**config.mk**
```make
export PLATFORM = sky130hd
export DESIGN_NAME = tft_bus_arbiter
export DESIGN_NICKNAME = d
export VERILOG_FILES = /design/src/rtl/tft_bus_arbiter_pkg.sv /design/src/rtl/tft_bus_arbiter_rr_pick.sv /design/src/rtl/tft_bus_arbiter.sv
export SDC_FILE = /design/constraint.sdc
export NUM_CORES = 1
export LEC_CHECK = 0
export CORE_ASPECT_RATIO = 1.75
export CORE_MARGIN = 8
export CORE_UTILIZATION = 40
export CTS_BUF_LIST = sky130_fd_sc_hd__clkbuf_2
export DETAILED_ROUTE_END_ITERATION = 8
export GPL_TIMING_DRIVEN = 0
export PLACE_DENSITY_LB_ADDON = 0.25
export SYNTH_ARGS = -nofsm -noshare
export SYNTH_HDL_FRONTEND = slang
export SYNTH_SLANG_ARGS = --single-unit
```
**constraint.sdc**
```tcl
create_clock -name clk -period 4.7 [get_ports clk]
set_clock_uncertainty 0.2 [all_clocks]
set_input_delay 0.705 -clock clk [delete_from_list [all_inputs] [get_ports clk]]
set_output_delay 0.705 -clock clk [all_outputs]
set_load 0.02 [all_outputs]
```
**src/rtl/tft_bus_arbiter_pkg.sv**
```systemverilog
// Shared definitions for the TFT bus arbiter.
//   arb_state_e : arbiter FSM state encoding
//   ARB_ID_W()  : width of a client index for a given client count
package tft_arb_pkg;

  typedef enum logic [2:0] {
    BOOT    = 3'd0,
    IDLE    = 3'd1,
    ARM     = 3'd2,
    RUN     = 3'd3,
    DRAIN   = 3'd4,
    RELEASE = 3'd5
  } arb_state_e;

  // Client index width; a single client still needs one bit.
  function automatic int ARB_ID_W(input int n);
    return (n > 1) ? $clog2(n) : 1;
  endfunction

endpackage

```
**src/rtl/tft_bus_arbiter_rr_pick.sv**
```systemverilog
// Round-robin picker, purely combinational.
//   req_i    : N-bit request vector
//   start_i  : index that gets first priority (must be < N)
//   valid_o  : at least one request is set
//   winner_o : first set request at or after start_i, wrapping past N-1
module rr_pick
  import tft_arb_pkg::*;
#(
  parameter  int N    = 3,
  localparam int ID_W = ARB_ID_W(N)
) (
  input  logic [N-1:0]    req_i,
  input  logic [ID_W-1:0] start_i,
  output logic            valid_o,
  output logic [ID_W-1:0] winner_o
);

  // Scan offsets from farthest to nearest so the nearest set request overwrites the rest.
  always_comb begin
    int              sum;
    logic [ID_W-1:0] idx;
    sum      = 0;
    idx      = '0;
    valid_o  = 1'b0;
    winner_o = '0;
    for (int k = N - 1; k >= 0; k--) begin
      sum      = int'(start_i) + k;
      idx      = (sum >= N) ? ID_W'(sum - N) : ID_W'(sum);
      valid_o  = valid_o | req_i[idx];
      winner_o = req_i[idx] ? idx : winner_o;
    end
  end

endmodule

```
**src/rtl/tft_bus_arbiter.sv**
```systemverilog
// Arbiter sharing one tft_spi byte transmitter between N drawing clients.
// Boots client 0 (init) once after reset, then serves queued redraw requests
// round-robin, one session at a time, and muxes the granted client onto the SPI.
//   clk, rst            : clock, synchronous active-low reset
//   req_i               : per-client request pulses (queued in pend)
//   client_busy_i       : per-client busy (high while drawing)
//   client_data_i       : per-client byte, client i at [8i+7:8i]
//   client_dc_i         : per-client data/command select
//   client_transmit_i   : per-client byte strobe
//   client_enable_o     : one-hot or zero enable to the granted client
//   spi_busy_i          : tft_spi busy
//   spi_data_o/dc_o/transmit_o : muxed SPI inputs
//   grant_valid_o       : a client holds the bus (ARM/RUN/DRAIN)
//   grant_id_o          : holding or last-granted client
//   init_done_o         : sticky, first client-0 session finished
//   arm_err_o           : sticky, a granted client never raised busy
module tft_bus_arbiter
  import tft_arb_pkg::*;
#(
  parameter  int N_CLIENTS   = 3,
  parameter  int ARM_TIMEOUT = 15,
  localparam int ID_W        = ARB_ID_W(N_CLIENTS)
) (
  input  logic                   clk,
  input  logic                   rst,
  input  logic [N_CLIENTS-1:0]   req_i,
  input  logic [N_CLIENTS-1:0]   client_busy_i,
  input  logic [8*N_CLIENTS-1:0] client_data_i,
  input  logic [N_CLIENTS-1:0]   client_dc_i,
  input  logic [N_CLIENTS-1:0]   client_transmit_i,
  output logic [N_CLIENTS-1:0]   client_enable_o,
  input  logic                   spi_busy_i,
  output logic [7:0]             spi_data_o,
  output logic                   spi_dc_o,
  output logic                   spi_transmit_o,
  output logic                   grant_valid_o,
  output logic [ID_W-1:0]        grant_id_o,
  output logic                   init_done_o,
  output logic                   arm_err_o
);

  localparam int                   CNT_W   = $clog2(ARM_TIMEOUT + 1);
  localparam logic [CNT_W-1:0]     CNT_TOP = CNT_W'(ARM_TIMEOUT - 1);
  localparam logic [ID_W-1:0]      LAST_ID = ID_W'(N_CLIENTS - 1);
  localparam logic [N_CLIENTS-1:0] BIT0    = {{(N_CLIENTS-1){1'b0}}, 1'b1};

  arb_state_e             state_q, state_d;
  logic [N_CLIENTS-1:0]   pend_q, pend_d;
  logic [ID_W-1:0]        grant_q, grant_d;
  logic [ID_W-1:0]        rr_ptr_q, rr_ptr_d;
  logic [CNT_W-1:0]       cnt_q, cnt_d;
  logic                   init_done_q, init_done_d;
  logic                   arm_err_q, arm_err_d;

  logic [N_CLIENTS-1:0]   clr_s;
  logic [N_CLIENTS-1:0]   pick_req_s;
  logic                   pick_valid_s;
  logic [ID_W-1:0]        pick_id_s;
  logic                   busy_g_s;
  logic                   holding_s;

  // Until the boot session has finished only a re-init request may win.
  assign pick_req_s = init_done_q ? pend_q : (pend_q & BIT0);
  assign busy_g_s   = client_busy_i[grant_q];

  rr_pick #(
    .N (N_CLIENTS)
  ) u_rr_pick (
    .req_i    (pick_req_s),
    .start_i  (rr_ptr_q),
    .valid_o  (pick_valid_s),
    .winner_o (pick_id_s)
  );

  // State register and arbiter bookkeeping registers.
  always_ff @(posedge clk) begin
    if (!rst) begin
      state_q     <= BOOT;
      pend_q      <= '0;
      grant_q     <= '0;
      rr_ptr_q    <= ID_W'(1);
      cnt_q       <= '0;
      init_done_q <= 1'b0;
      arm_err_q   <= 1'b0;
    end else begin
      state_q     <= state_d;
      pend_q      <= pend_d;
      grant_q     <= grant_d;
      rr_ptr_q    <= rr_ptr_d;
      cnt_q       <= cnt_d;
      init_done_q <= init_done_d;
      arm_err_q   <= arm_err_d;
    end
  end

  // Next-state logic: grant selection, session tracking, sticky flags.
  always_comb begin
    state_d     = state_q;
    grant_d     = grant_q;
    rr_ptr_d    = rr_ptr_q;
    cnt_d       = cnt_q;
    init_done_d = init_done_q;
    arm_err_d   = arm_err_q;
    clr_s       = '0;
    case (state_q)
      BOOT: begin
        state_d = ARM;
        grant_d = '0;
        cnt_d   = '0;
        clr_s   = BIT0;
      end
      IDLE: begin
        if (pick_valid_s) begin
          state_d  = ARM;
          grant_d  = pick_id_s;
          rr_ptr_d = (pick_id_s == LAST_ID) ? '0 : pick_id_s + ID_W'(1);
          cnt_d    = '0;
          clr_s    = BIT0 << pick_id_s;
        end else begin
          state_d = IDLE;
        end
      end
      ARM: begin
        // Busy on the last counted cycle still counts as a successful arm.
        if (busy_g_s) begin
          state_d = RUN;
        end else if (cnt_q == CNT_TOP) begin
          state_d   = RELEASE;
          arm_err_d = 1'b1;
        end else begin
          cnt_d = cnt_q + CNT_W'(1);
        end
      end
      RUN: begin
        if (!busy_g_s) begin
          state_d = DRAIN;
        end else begin
          state_d = RUN;
        end
      end
      DRAIN: begin
        // Hold the grant until the final byte has left the wire.
        if (!spi_busy_i) begin
          state_d = RELEASE;
        end else begin
          state_d = DRAIN;
        end
      end
      RELEASE: begin
        state_d = IDLE;
        if (grant_q == '0) begin
          init_done_d = 1'b1;
        end else begin
          init_done_d = init_done_q;
        end
      end
      default: begin
        state_d = BOOT;
      end
    endcase
    // A request arriving on its own grant cycle is re-queued (set wins).
    pend_d = (pend_q & ~clr_s) | req_i;
  end

  // Output decode: enables and SPI mux follow the registered grant.
  always_comb begin
    holding_s = (state_q == ARM) || (state_q == RUN) || (state_q == DRAIN);
    if (holding_s) begin
      client_enable_o = BIT0 << grant_q;
      spi_data_o      = client_data_i[{grant_q, 3'b000} +: 8];
      spi_dc_o        = client_dc_i[grant_q];
      spi_transmit_o  = client_transmit_i[grant_q];
    end else begin
      client_enable_o = '0;
      spi_data_o      = 8'h00;
      spi_dc_o        = 1'b0;
      spi_transmit_o  = 1'b0;
    end
    grant_valid_o = holding_s;
    grant_id_o    = grant_q;
    init_done_o   = init_done_q;
    arm_err_o     = arm_err_q;
  end

endmodule

```
# --- Yosys cells after proc, flatten, opt, wreduce, memory -nomap -nowiden ---
# Index checks and enable logic that the tools add are counted.
word_totals:
  reg_bits: 16
  output_inout_bits: 18
op_classes:
  n_shift: 3
  muxes: 38
  n_eq_ne: 11
  n_addsub: 7
  bitwise_logic: 6
  reduce_logical: 11
  order_cmp: 7
ops:
  columns: ["cell", "count"]
  rows:
  - ["$shiftx A24 B6 Y8", 1]
  - ["$mux W2", 9]
  - ["$mux W3", 6]
  - ["$pmux W3 S6", 1]
  - ["$bmux W1 S2", 6]
  - ["$lt A2 B3 Y1 const B", 4]
  - ["$mux W4", 3]
  - ["$pmux W4 S3", 1]
  - ["$mux W1", 9]
  - ["$mux W8", 1]
  - ["$eq A3 B2 Y1 const B", 2]
  - ["$eq A3 B3 Y1 const B", 2]
  - ["$ge A3 B2 Y1 const B", 2]
  - ["$ne A2 B2 Y1 const B", 3]
  - ["$pmux W3 S2", 1]
  - ["$reduce_and A2 Y1", 3]
  - ["$shl A1 B2 Y3 const A", 2]
  - ["$add A4 B1 Y4 const B", 1]
  - ["$eq A4 B4 Y1 const B", 1]
  - ["$pmux W2 S2", 1]
  - ["$reduce_and A4 Y1", 1]
  - ["$sub A2 B1 Y2 const B", 2]
  - ["$add A2 B1 Y3 const B", 1]
  - ["$add A2 B2 Y3 const B", 1]
  - ["other kinds (17)", 19]

# --- Depth between registers and ports, before layout ---
# Gate-level depths: netlist (run 1).
logic_depth:
  depth_word: 14
  depth_mapped: 8
  ltp_nobuf: 7

# --- Hierarchy ---
# From an unflattened synthesis (run 1), not the netlist that was laid out.
unflattened:
  hier_cells: 170
  hier_area_um2: 1326.3
by_module_without_submodules:
  columns: ["mod", "instances", "area_per_inst_um2", "cells_each", "seq_area_each_um2"]
  rows:
  - ["tft_bus_arbiter", 1, 1112.3, 139, 320.3]
  - ["rr_pick", 1, 214.0, 31, 0.0]

# --- Worst setup path after synthesis (run 1) ---
# OpenSTA, ideal clock, no wires.
synth_timing:
  kind: "reg2out"
  from: "register grant_q[1] (netlist: grant_id_o[1])"
  to: "output spi_data_o[0]"
  path_stages_with_launch: 6
  required_ps: 3795
  path_slack_ps: 2189
  t_arrival_ps: 1606
  cell_sequence: "dfxtp_1 > clkbuf_1 > and2b_4 > clkbuf_1 > a21oi_1 > nor2_1"
synth_via:
  elab_chain_len: 2
synth_lines:
  columns: ["element", "line_no", "source"]
  rows:
  - ["start: declaration", "tft_bus_arbiter.sv:49", "logic [ID_W-1:0] grant_q, grant_d;"]
  - ["start signal: assignment", "tft_bus_arbiter.sv:88", "grant_q <= grant_d;"]
  - ["$shiftx A24 B6 Y8", "tft_bus_arbiter.sv:170", "spi_data_o = client_data_i[{grant_q, 3'b000} +: 8];"]
  - ["$mux W8", "tft_bus_arbiter.sv:168", "if (holding_s) begin"]
  - ["end: declaration", "tft_bus_arbiter.sv:33", "output logic [7:0] spi_data_o,"]
# Every way passes these cells.

# --- Final worst setup path (run 1) ---
layout_timing:
  from: "register grant_q[1] (netlist: grant_id_o[1])"
  to: "output spi_transmit_o"
layout_via:
  elab_chain_len: 3
layout_lines:
  columns: ["element", "line_no", "source"]
  rows:
  - ["$bmux W1 S2", "tft_bus_arbiter.sv:172", "spi_transmit_o = client_transmit_i[grant_q];"]
  - ["$mux W1 (implied by the code)", "tft_bus_arbiter.sv:172", null]
  - ["$mux W1", "tft_bus_arbiter.sv:168", null]
  - ["end: declaration", "tft_bus_arbiter.sv:35", "output logic spi_transmit_o,"]
# Every way passes these cells. The select of a mux whose other input is x is not followed.

==> results_dict.tcl, run 1 <==
set metrics [dict create \
    outcome "complete, no violations" \
    seq_area_frac_synth 0.2397 \
    p_int_mw 0.2259 \
    vias 1487 \
    crit_path_max_fanout 10 \
    cts_buffers 3 \
    viasPerCell 5.292 \
    synthesis.area_um2 1336 \
    cts.sinks 16 \
    worstHoldPathType "reg2reg" \
    wl_per_cell_um 14.60 \
    max_freq_mhz 296.7 \
    antenna_found_initial 0 \
    synth_cells 176 \
    yosysWarnings 0 \
    num_antenna_cells 0 \
    power.leakage_nw 0.7557 \
    post_cts_resized 0 \
    synth_edf_count 0 \
    cp.required_ps 3800 \
    yosys-top-cells-area "dfxtp_1, nor2_1, mux2i_1" \
    start_kind "flop" \
    layout-drive-gt1-share 0.08898 \
    drc 0 \
    relSlewSlack 0.6805 \
    combinationalPowerShare 0.367 \
    place_hpwl_um 3332 \
    worst_slew_pin_slew_ps 479.3 \
    hold_viol_final 0 \
    crit_arrival_ps 2470 \
    gp_congestion 0.8616 \
    total_power_mw 0.3361 \
    endpoint_kind "output pin" \
    drtAntennaViolNets 0 \
    vdd_drop_max_mv 0.1323 \
    cts_hold_buf 0 \
    rsz0062_at_grt "no" \
    p_sw_frac 0.3278 \
    io_buffer_count 56 \
    grt_pass1_vias 1391 \
    dieArea_um2 5519 \
    multi_input_area_um2 910.9 \
    track_usage 0.1430 \
    totalWireLength_um 4103 \
    maxCapViolations 0 \
    coreArea_um2 3293 \
    grt_pass1_wl_um 6389 \
    syn_to_final_growth_pct 47.57 \
    synth_top_area_share 0.2397 \
    fp.dieW_um 59.69 \
    drv_slew 0 \
    clkPwrFrac 0.199 \
    cts_setup_buffers 0 \
    powerDensity_nw_per_um2 170.4 \
    yosys.area.top_type "dfxtp_1" \
    finalCritPeriodShare 0.7172 \
    root_buffer "clkbuf_2" \
    clock_latency_ps 300 \
    hold_ws_ps 309.6 \
    clkTransAtPathRegs_ps 170 \
    rows 28 \
    overflow 0 \
    period_needed_ps 3371 \
    final-seq-area_um2 320.3 \
    ios 57 \
    grt_start_max_net_pins 11 \
    clockBufferDepth 2 \
    ys_ff_latch 16 \
    dr.pass1.iters 4 \
    setup_violations 0 \
    seqPwrFrac 0.434 \
    drt_iter0_markers 66 \
    nets 280 \
    fin_tns_setup_ps 0 \
    start_util 0.4058 \
    fillers 339 \
    synth_ff_type "dfxtp_1" \
    tritoncts "built" \
    async_flop_share 0 \
    syn_avg_cell_area_um2 7.593 \
    die_h_um 92.46 \
    syn_nets 219 \
    p_switching_mw 0.1102 \
    h-tree-depth 1 \
    critical_path_class "reg2out" \
    ys_types 47 \
]
==> metal layers <==
metal / global-route usage / wire length (µm) / share of wire
met1: 0.1481 / 1634 / 0.40
met3: 0.04583 / 450 / 0.11
met5: 0 / 0 / 0
met2: 0.2552 / 1949 / 0.48
met4: 0.05010 / 68 / 0.017
==> per-stage QoR <==
step | cell area (µm²) | std cells | worst slack [ps] | utilization
CTS | 1972 | 281 | 1298 | 0.5988
global route | 1972 | 281 | 1113 | 0.5988
finish | 1972 | 281 | 1329 | 0.5988
floorplan | 1336 | 176 | 2189 | -
global placement | 1953 | 277 | 1673 | 0.5931
detailed placement | 1953 | 277 | 1659 | 0.5931
==> power by group through the flow <==
stage / Clock [mW] / Sequential, mW / Combinational, mW
global placement: 0 / 0.149 / 0.121
CTS: 0.0657 / 0.146 / 0.124
finish: 0.0669 / 0.146 / 0.123
global route: 0.0721 / 0.147 / 0.132
floorplan: 0 / 0.147 / 0.0624
detailed placement: 0 / 0.149 / 0.123
==> cell families (layout without fill, tap and decap cells) <==
logic type,after synthesis,after routing,share of synthesized area
buffers and inverters,22,82,0.07865
AO/OA/AOI/OAI,49,49,0.2650
AND/OR/NAND/NOR,71,71,0.2641
adder cells (fa/ha/maj),5,5,0.04495
multiplexers,13,13,0.1077
flip-flops,16,16,0.2397
==> cell usage after synthesis, drive strengths merged (2+ instances only) <==
| cell | instances |
|---|---|
| nor2 | 30 |
| a21oi | 19 |
| dfxtp | 16 |
| mux2i | 12 |
| nand2 | 11 |
| inv | 9 |
| buf | 8 |
| nand2b | 8 |
| o21ai | 8 |
| clkbuf | 5 |
| nor3 | 5 |
| ha | 4 |
| nand3 | 4 |
| nor2b | 3 |
| o21a | 3 |
| a21boi | 2 |
| a22oi | 2 |
| a311oi | 2 |
| a31oi | 2 |
| nor3b | 2 |
| o31ai | 2 |
| or4 | 2 |
==> worst paths after layout <==
check | startpoint | to | slack [ps] | cells past startpoint
setup reg to reg | rr_ptr_q[0] | cnt_q[1] | 2500 | 8
setup / recovery | grant_id_o[1] | spi_transmit_o | 1330 | 6
hold reg to reg | arm_err_o | arm_err_o | 310 | 2
hold / removal | arm_err_o | arm_err_o | 310 | 2
==> placed cells by master (no fill, tap or decap), drive strengths merged, types with 2 or more instances in the layout <==
master,synthesis,layout
a21boi,2,2
a21oi,19,19
a22oi,2,2
a311oi,2,2
a31oi,2,2
buf,8,8
clkbuf,5,8
clkdlybuf4s50,0,56
dfxtp,16,16
ha,4,4
inv,9,9
mux2i,12,12
nand2,11,11
nand2b,8,8
nand3,4,4
nor2,30,30
nor2b,3,3
nor3,5,5
nor3b,2,2
o21a,3,3
o21ai,8,8
o31ai,2,2
or4,2,2
==> registers in the layout, indices dropped and copies added, names as in the netlist <==
name / cells
arm_err_o: 1
cnt_q: 4
grant_id_o: 2
init_done_o: 1
pend_q: 3
rr_ptr_q: 2
state_q: 3
==> worst max-delay path, cell delays in order (launching register included) <==
cell and delay (ps):
dfxtp_1 360, clkbuf_1 340, and2b_4 260, clkbuf_1 350
a21oi_1 130, nor2_1 110, clkdlybuf4s50_1 620
==> final cells by class <==
cell class,instances,area share
tap,45,0.02855
sequential,16,0.1624
inverter,9,0.01713
timing repair buffer,56,0.2843
buffer,13,0.03617
multi-input combinational,138,0.4619
clock inverter,1,0.001904
clock buffer,3,0.007614
No activity file was read; power rests on OpenSTA's default activity.
==> inputs of run 2 (changes only) <==
clock period = 2.7 ns   (was 4.7 ns; I/O delays follow)
==> results_dict.tcl, run 2 (same netlist as run 1, synthesis figures left out) <==
set metrics [dict create \
    top_register "cnt_q" \
    layout_commonest_cell "clkdlybuf4s50_1" \
    viasPerCell 5.350 \
    root_buffer "clkbuf_2" \
    outcome "complete, no violations" \
    critical_path_class "reg2out" \
    cts_buffers 3 \
    nets 279 \
    grt_start_max_net_pins 11 \
    fin_util 0.6014 \
    tritoncts "built" \
    drtAntennaViolNets 0 \
    track_usage 0.1430 \
    clkTransAtPathRegs_ps 170 \
    hold_viol_final 0 \
    final-seq-area_um2 322.8 \
    worstHoldPathType "reg2reg" \
    total_power_mw 0.5787 \
    largest_reg_flops 4 \
    place_hpwl_um 3332 \
    start_util 0.4058 \
    endpoint_kind "output pin" \
    relSlewSlack 0.6764 \
    dr.pass1.iters 4 \
    wl_per_cell_um 14.78 \
    cts.sinks 16 \
    clock_latency_ps 310 \
    drc 0 \
    die_h_um 92.46 \
    rows 28 \
    vias 1498 \
    period_needed_ps 2559 \
    num_antenna_cells 0 \
    ios 57 \
    place_area_um2 1953 \
    vdd_drop_max_mv 0.2408 \
    setup_violations 0 \
    cp.required_ps 2100 \
    grt_pass1_vias 1393 \
    start_kind "flop" \
    h-tree-depth 1 \
    totalWireLength_um 4137 \
    coreArea_um2 3293 \
    finalCritPeriodShare 0.9479 \
    crit_arrival_ps 1950 \
    overflow 0 \
    antenna_found_initial 0 \
    worst_slew_pin_slew_ps 485.4 \
    fillers 345 \
    fp.dieW_um 59.69 \
    grt_pass1_wl_um 6389 \
    io_buffer_count 56 \
    final_cell_area_um2 1981 \
    max_freq_mhz 390.7 \
    gp_congestion 0.8616 \
    layout_common_cells "clkdlybuf4s50_1, nor2_1, a21oi_1" \
    largestRegisters "cnt_q: 4 flops, pend_q: 3 flops, state_q: 3 flops" \
    rsz0062_at_grt "no" \
    syn_to_final_growth_pct 48.22 \
    crit_path_max_fanout 10 \
    drv_slew 0 \
    dieArea_um2 5519 \
    cts_hold_buf 0 \
    powerDensity_nw_per_um2 292.2 \
    drt_iter0_markers 53 \
    power.leakage_nw 0.8517 \
    multi_input_area_um2 913.4 \
    layout-drive-gt1-share 0.1064 \
    clockBufferDepth 2 \
    maxCapViolations 0 \
]
run 2: changes by cell type in the layout (fill, tap and decap cells not counted), sizes merged:
cell	delta
dlygate4sd2	+9
dlymetal6s2s	+4
clkdlybuf4s50	-13
buf	-1
run 2: layer usage:
layer	GRT usage	part of all wire
met2	0.2552	0.48
met3	0.04583	0.10
met1	0.1481	0.40
met5	0	0
met4	0.05010	0.016
run 2: per-stage QoR:
step	setup slack [ps]	hold slack, ps	cells	TNS [ps]
after floorplan	489.3	262.6	176	0
after global placement	-26.91	247.8	277	-70.15
after detailed placement	-41.39	271.8	277	-165.4
after CTS	12.32	307.7	280	0
after global routing	56.45	350.6	280	0
final	140.5	309.6	280	0
run 2: critical path, cell delays in order, from the launching register on:
cell and delay [ps]:
dfxtp_1 340, clkbuf_4 180, nand2b_1 170, nor2_1 150
nor2b_2 90, nor2_1 100, clkdlybuf4s50_1 620
run 2: power breakdown:
part | internal [mW] | switching, mW
registers | 0.245 | 0.00918
clock network | 0.0322 | 0.0844
logic | 0.110 | 0.0981
run 2: timing repair:
action                     in CTS  in global routing
setup endpoints to repair      11                  4
buffers inserted                0                  0
resized for setup              15                  5
run 2: cell type report:
cell class,instances,share of cell area
clock buffer,3,0.007581
clock inverter,1,0.001895
tap,45,0.02843
buffer,12,0.03853
multi-input combinational,138,0.4611
sequential,16,0.1630
timing repair buffer,56,0.2824
inverter,9,0.01706
run 2: path summary, 6_finish.rpt:
kind | cells past startpoint | start | slack, ps | end
setup / recovery | 6 | state_q[1] | 140 | spi_data_o[7]
hold / removal | 2 | arm_err_o | 310 | arm_err_o
setup reg to reg | 8 | rr_ptr_q[0] | 500 | cnt_q[1]
hold reg to reg | 2 | arm_err_o | 310 | arm_err_o
==> RTL edit: new RTL, settings of run 2 <==
`ARM_TIMEOUT`: 15 -> 17.
--- a/src/rtl/tft_bus_arbiter.sv
+++ b/src/rtl/tft_bus_arbiter.sv
@@ -20,3 +20,3 @@
   parameter  int N_CLIENTS   = 3,
-  parameter  int ARM_TIMEOUT = 15,
+  parameter  int ARM_TIMEOUT = 17,
   localparam int ID_W        = ARB_ID_W(N_CLIENTS)
Formal check against the unedited RTL: same outputs for any inputs over 10 cycles, from zero or initial values and one cycle with rst low; that may be too few to reach the edited logic, so the function may still have changed.
==> RTL edit against run 2 <==
Fmax decreased by 0.84%; power is 11% higher; first-iteration DRC count up 57%; worst setup slack worse by 0.022 ns; register-to-register slack worse by 0.22 ns; sequential power up 7%; sequential cell count grew 1; wire length up 8.4%; final area rose by 3.8%; largest power group unchanged; sequential share of layout area is 0.68 points higher; critical endpoint is now grant_valid_o; synthesized area up 2.6%.
==> RTL edit: results (changes against run 2) <==
* Pin slew with the least headroom to its limit at 0.499 ns (+0.0139 ns)
* FF/Latch Area at 349 sq um (+8.1%)
* Max VDD drop at 0.232 mV (-3.8%)
* Synth Area in Adders at 3.65% (-0.84 points)
* Run status: finished clean
* FF-to-FF path depth at 7 (-1)
* Final GP Congestion at 0.861 (about the same)
* Share of cells above drive strength 1 at 6.91% (-3.7 points)
* Worst R2R End: cnt_q[3]
* DP Cell Count at 289 (+4.3%)
* Largest net degree at the start of global routing at 13 (+2)
* Post-synthesis cell count at 188 (+6.8%)
* M2 GR Usage at 27.7% (+2.2 points)
* DP Area at 0.00199 sq mm (+1.8%)
* Commonest cells post-synth: 32 x nor2_1, 23 x a21oi_1, 17 x dfxtp_1, 11 x mux2i_1, 9 x inv_1
* Met3 usage at 3.85% (-0.73 points)
* Worst Hold End: rr_ptr_q[1]
* M1 GR Usage at 16.4% (+1.6 points)
* Fillcell total at 304 (-12%)
* CTS buffer count at 3 (unchanged)
* DR vias/cell at 5.59 (+4.5%)
* Crit path DAT at 1.98 ns (+0.03 ns)
* Initial antenna violation count at 0 (unchanged)
* Post-synthesis sequential area ratio at 24.8% (+0.85 points)
* Biggest regs: cnt_q (5), pend_q (3), state_q (3)
* Top post-synthesis cells by area: dfxtp_1 25%, nor2_1 8.8%, a21oi_1 8.4%
* HP Class: flop to flop
* Tot GR Track Use at 15.3% (+1.0 points)
* Initial DRC count at 83 (+57%)
* First-pass GRT wire length at 6960 microns (+8.9%)
* DRT Wirelength at 4480 microns (+8.4%)
* DP HPWL at 3500 microns (+5.2%)
* Leak Pwr at 0.902 nW (+5.9%)
* Distinct cell type count after synthesis at 46 (-2.1%)
* Port Buffer Count at 56 (unchanged)
* PostCTS Resize Cnt at 9 (-6)
* Hold_ws at 0.292 ns (-0.0172 ns)
* Hold Startpoint: rr_ptr_q[1]
* Setup slack, reg-to-reg at 0.28 ns (-0.22 ns)
* Routed vias at 1,627 (+8.6%)
* Multiplexer share of the synthesized area at 8.03% (-2.7 points)
* Worst slack at placement at -0.0319 ns (+0.00950 ns)
* Syn_nets at 231 (+5.5%)
RTL edit: where the power goes:
part / internal [mW] / switching, mW / total [mW]
combinational: 0.122 / 0.122 / 0.245
clock: 0.0392 / 0.0842 / 0.123
sequential: 0.261 / 0.0119 / 0.272
RTL edit: kinds of logic (layout without fill, tap and decap cells):
| kind of cell | after synthesis | after routing |
|---|---|---|
| AND/OR/NAND/NOR | 75 | 75 |
| buffers and inverters | 22 | 80 |
| multiplexers | 11 | 11 |
| AO/OA/AOI/OAI | 59 | 59 |
| adder cells (fa/ha/maj) | 4 | 4 |
| flip-flops | 17 | 17 |
RTL edit: cell type report:
| type | count | share of cell area [%] |
|---|---|---|
| buffer | 10 | 2.68 |
| multi-input combinational | 149 | 46.3 |
| timing repair buffer | 56 | 28.5 |
| clock buffer | 4 | 0.974 |
| sequential | 17 | 17.0 |
| inverter | 10 | 1.83 |
| tap | 45 | 2.74 |
RTL edit: worst max-delay path by stage:
stage,start,endpoint,slack (ns)
2_1_floorplan,grant_id_o[0],client_enable_o[1],0.47
5_1_grt,state_q[0],grant_valid_o,0.01
3_5_place_dp,grant_id_o[1],spi_transmit_o,-0.03
6_report,state_q[1],grant_valid_o,0.12
3_3_place_gp,grant_id_o[1],spi_data_o[0],-0.03
4_1_cts,state_q[1],spi_transmit_o,0.02
RTL edit: metal layers:
| metal | vias up | wire length [microns] |
|---|---|---|
| met5 | - | 0 |
| met2 | 66 | 2070 |
| li1 | 801 | - |
| met1 | 753 | 1960 |
| met3 | 7 | 391 |
| met4 | 0 | 59 |
RTL edit: critical path: stages, from the launching register on:
cell	delay [ns]
dfxtp_2	0.39
nand2b_1	0.16
nor2_1	0.20
nor2_4	0.08
clkbuf_4	0.19
inv_1	0.06
clkdlybuf4s50_1	0.59
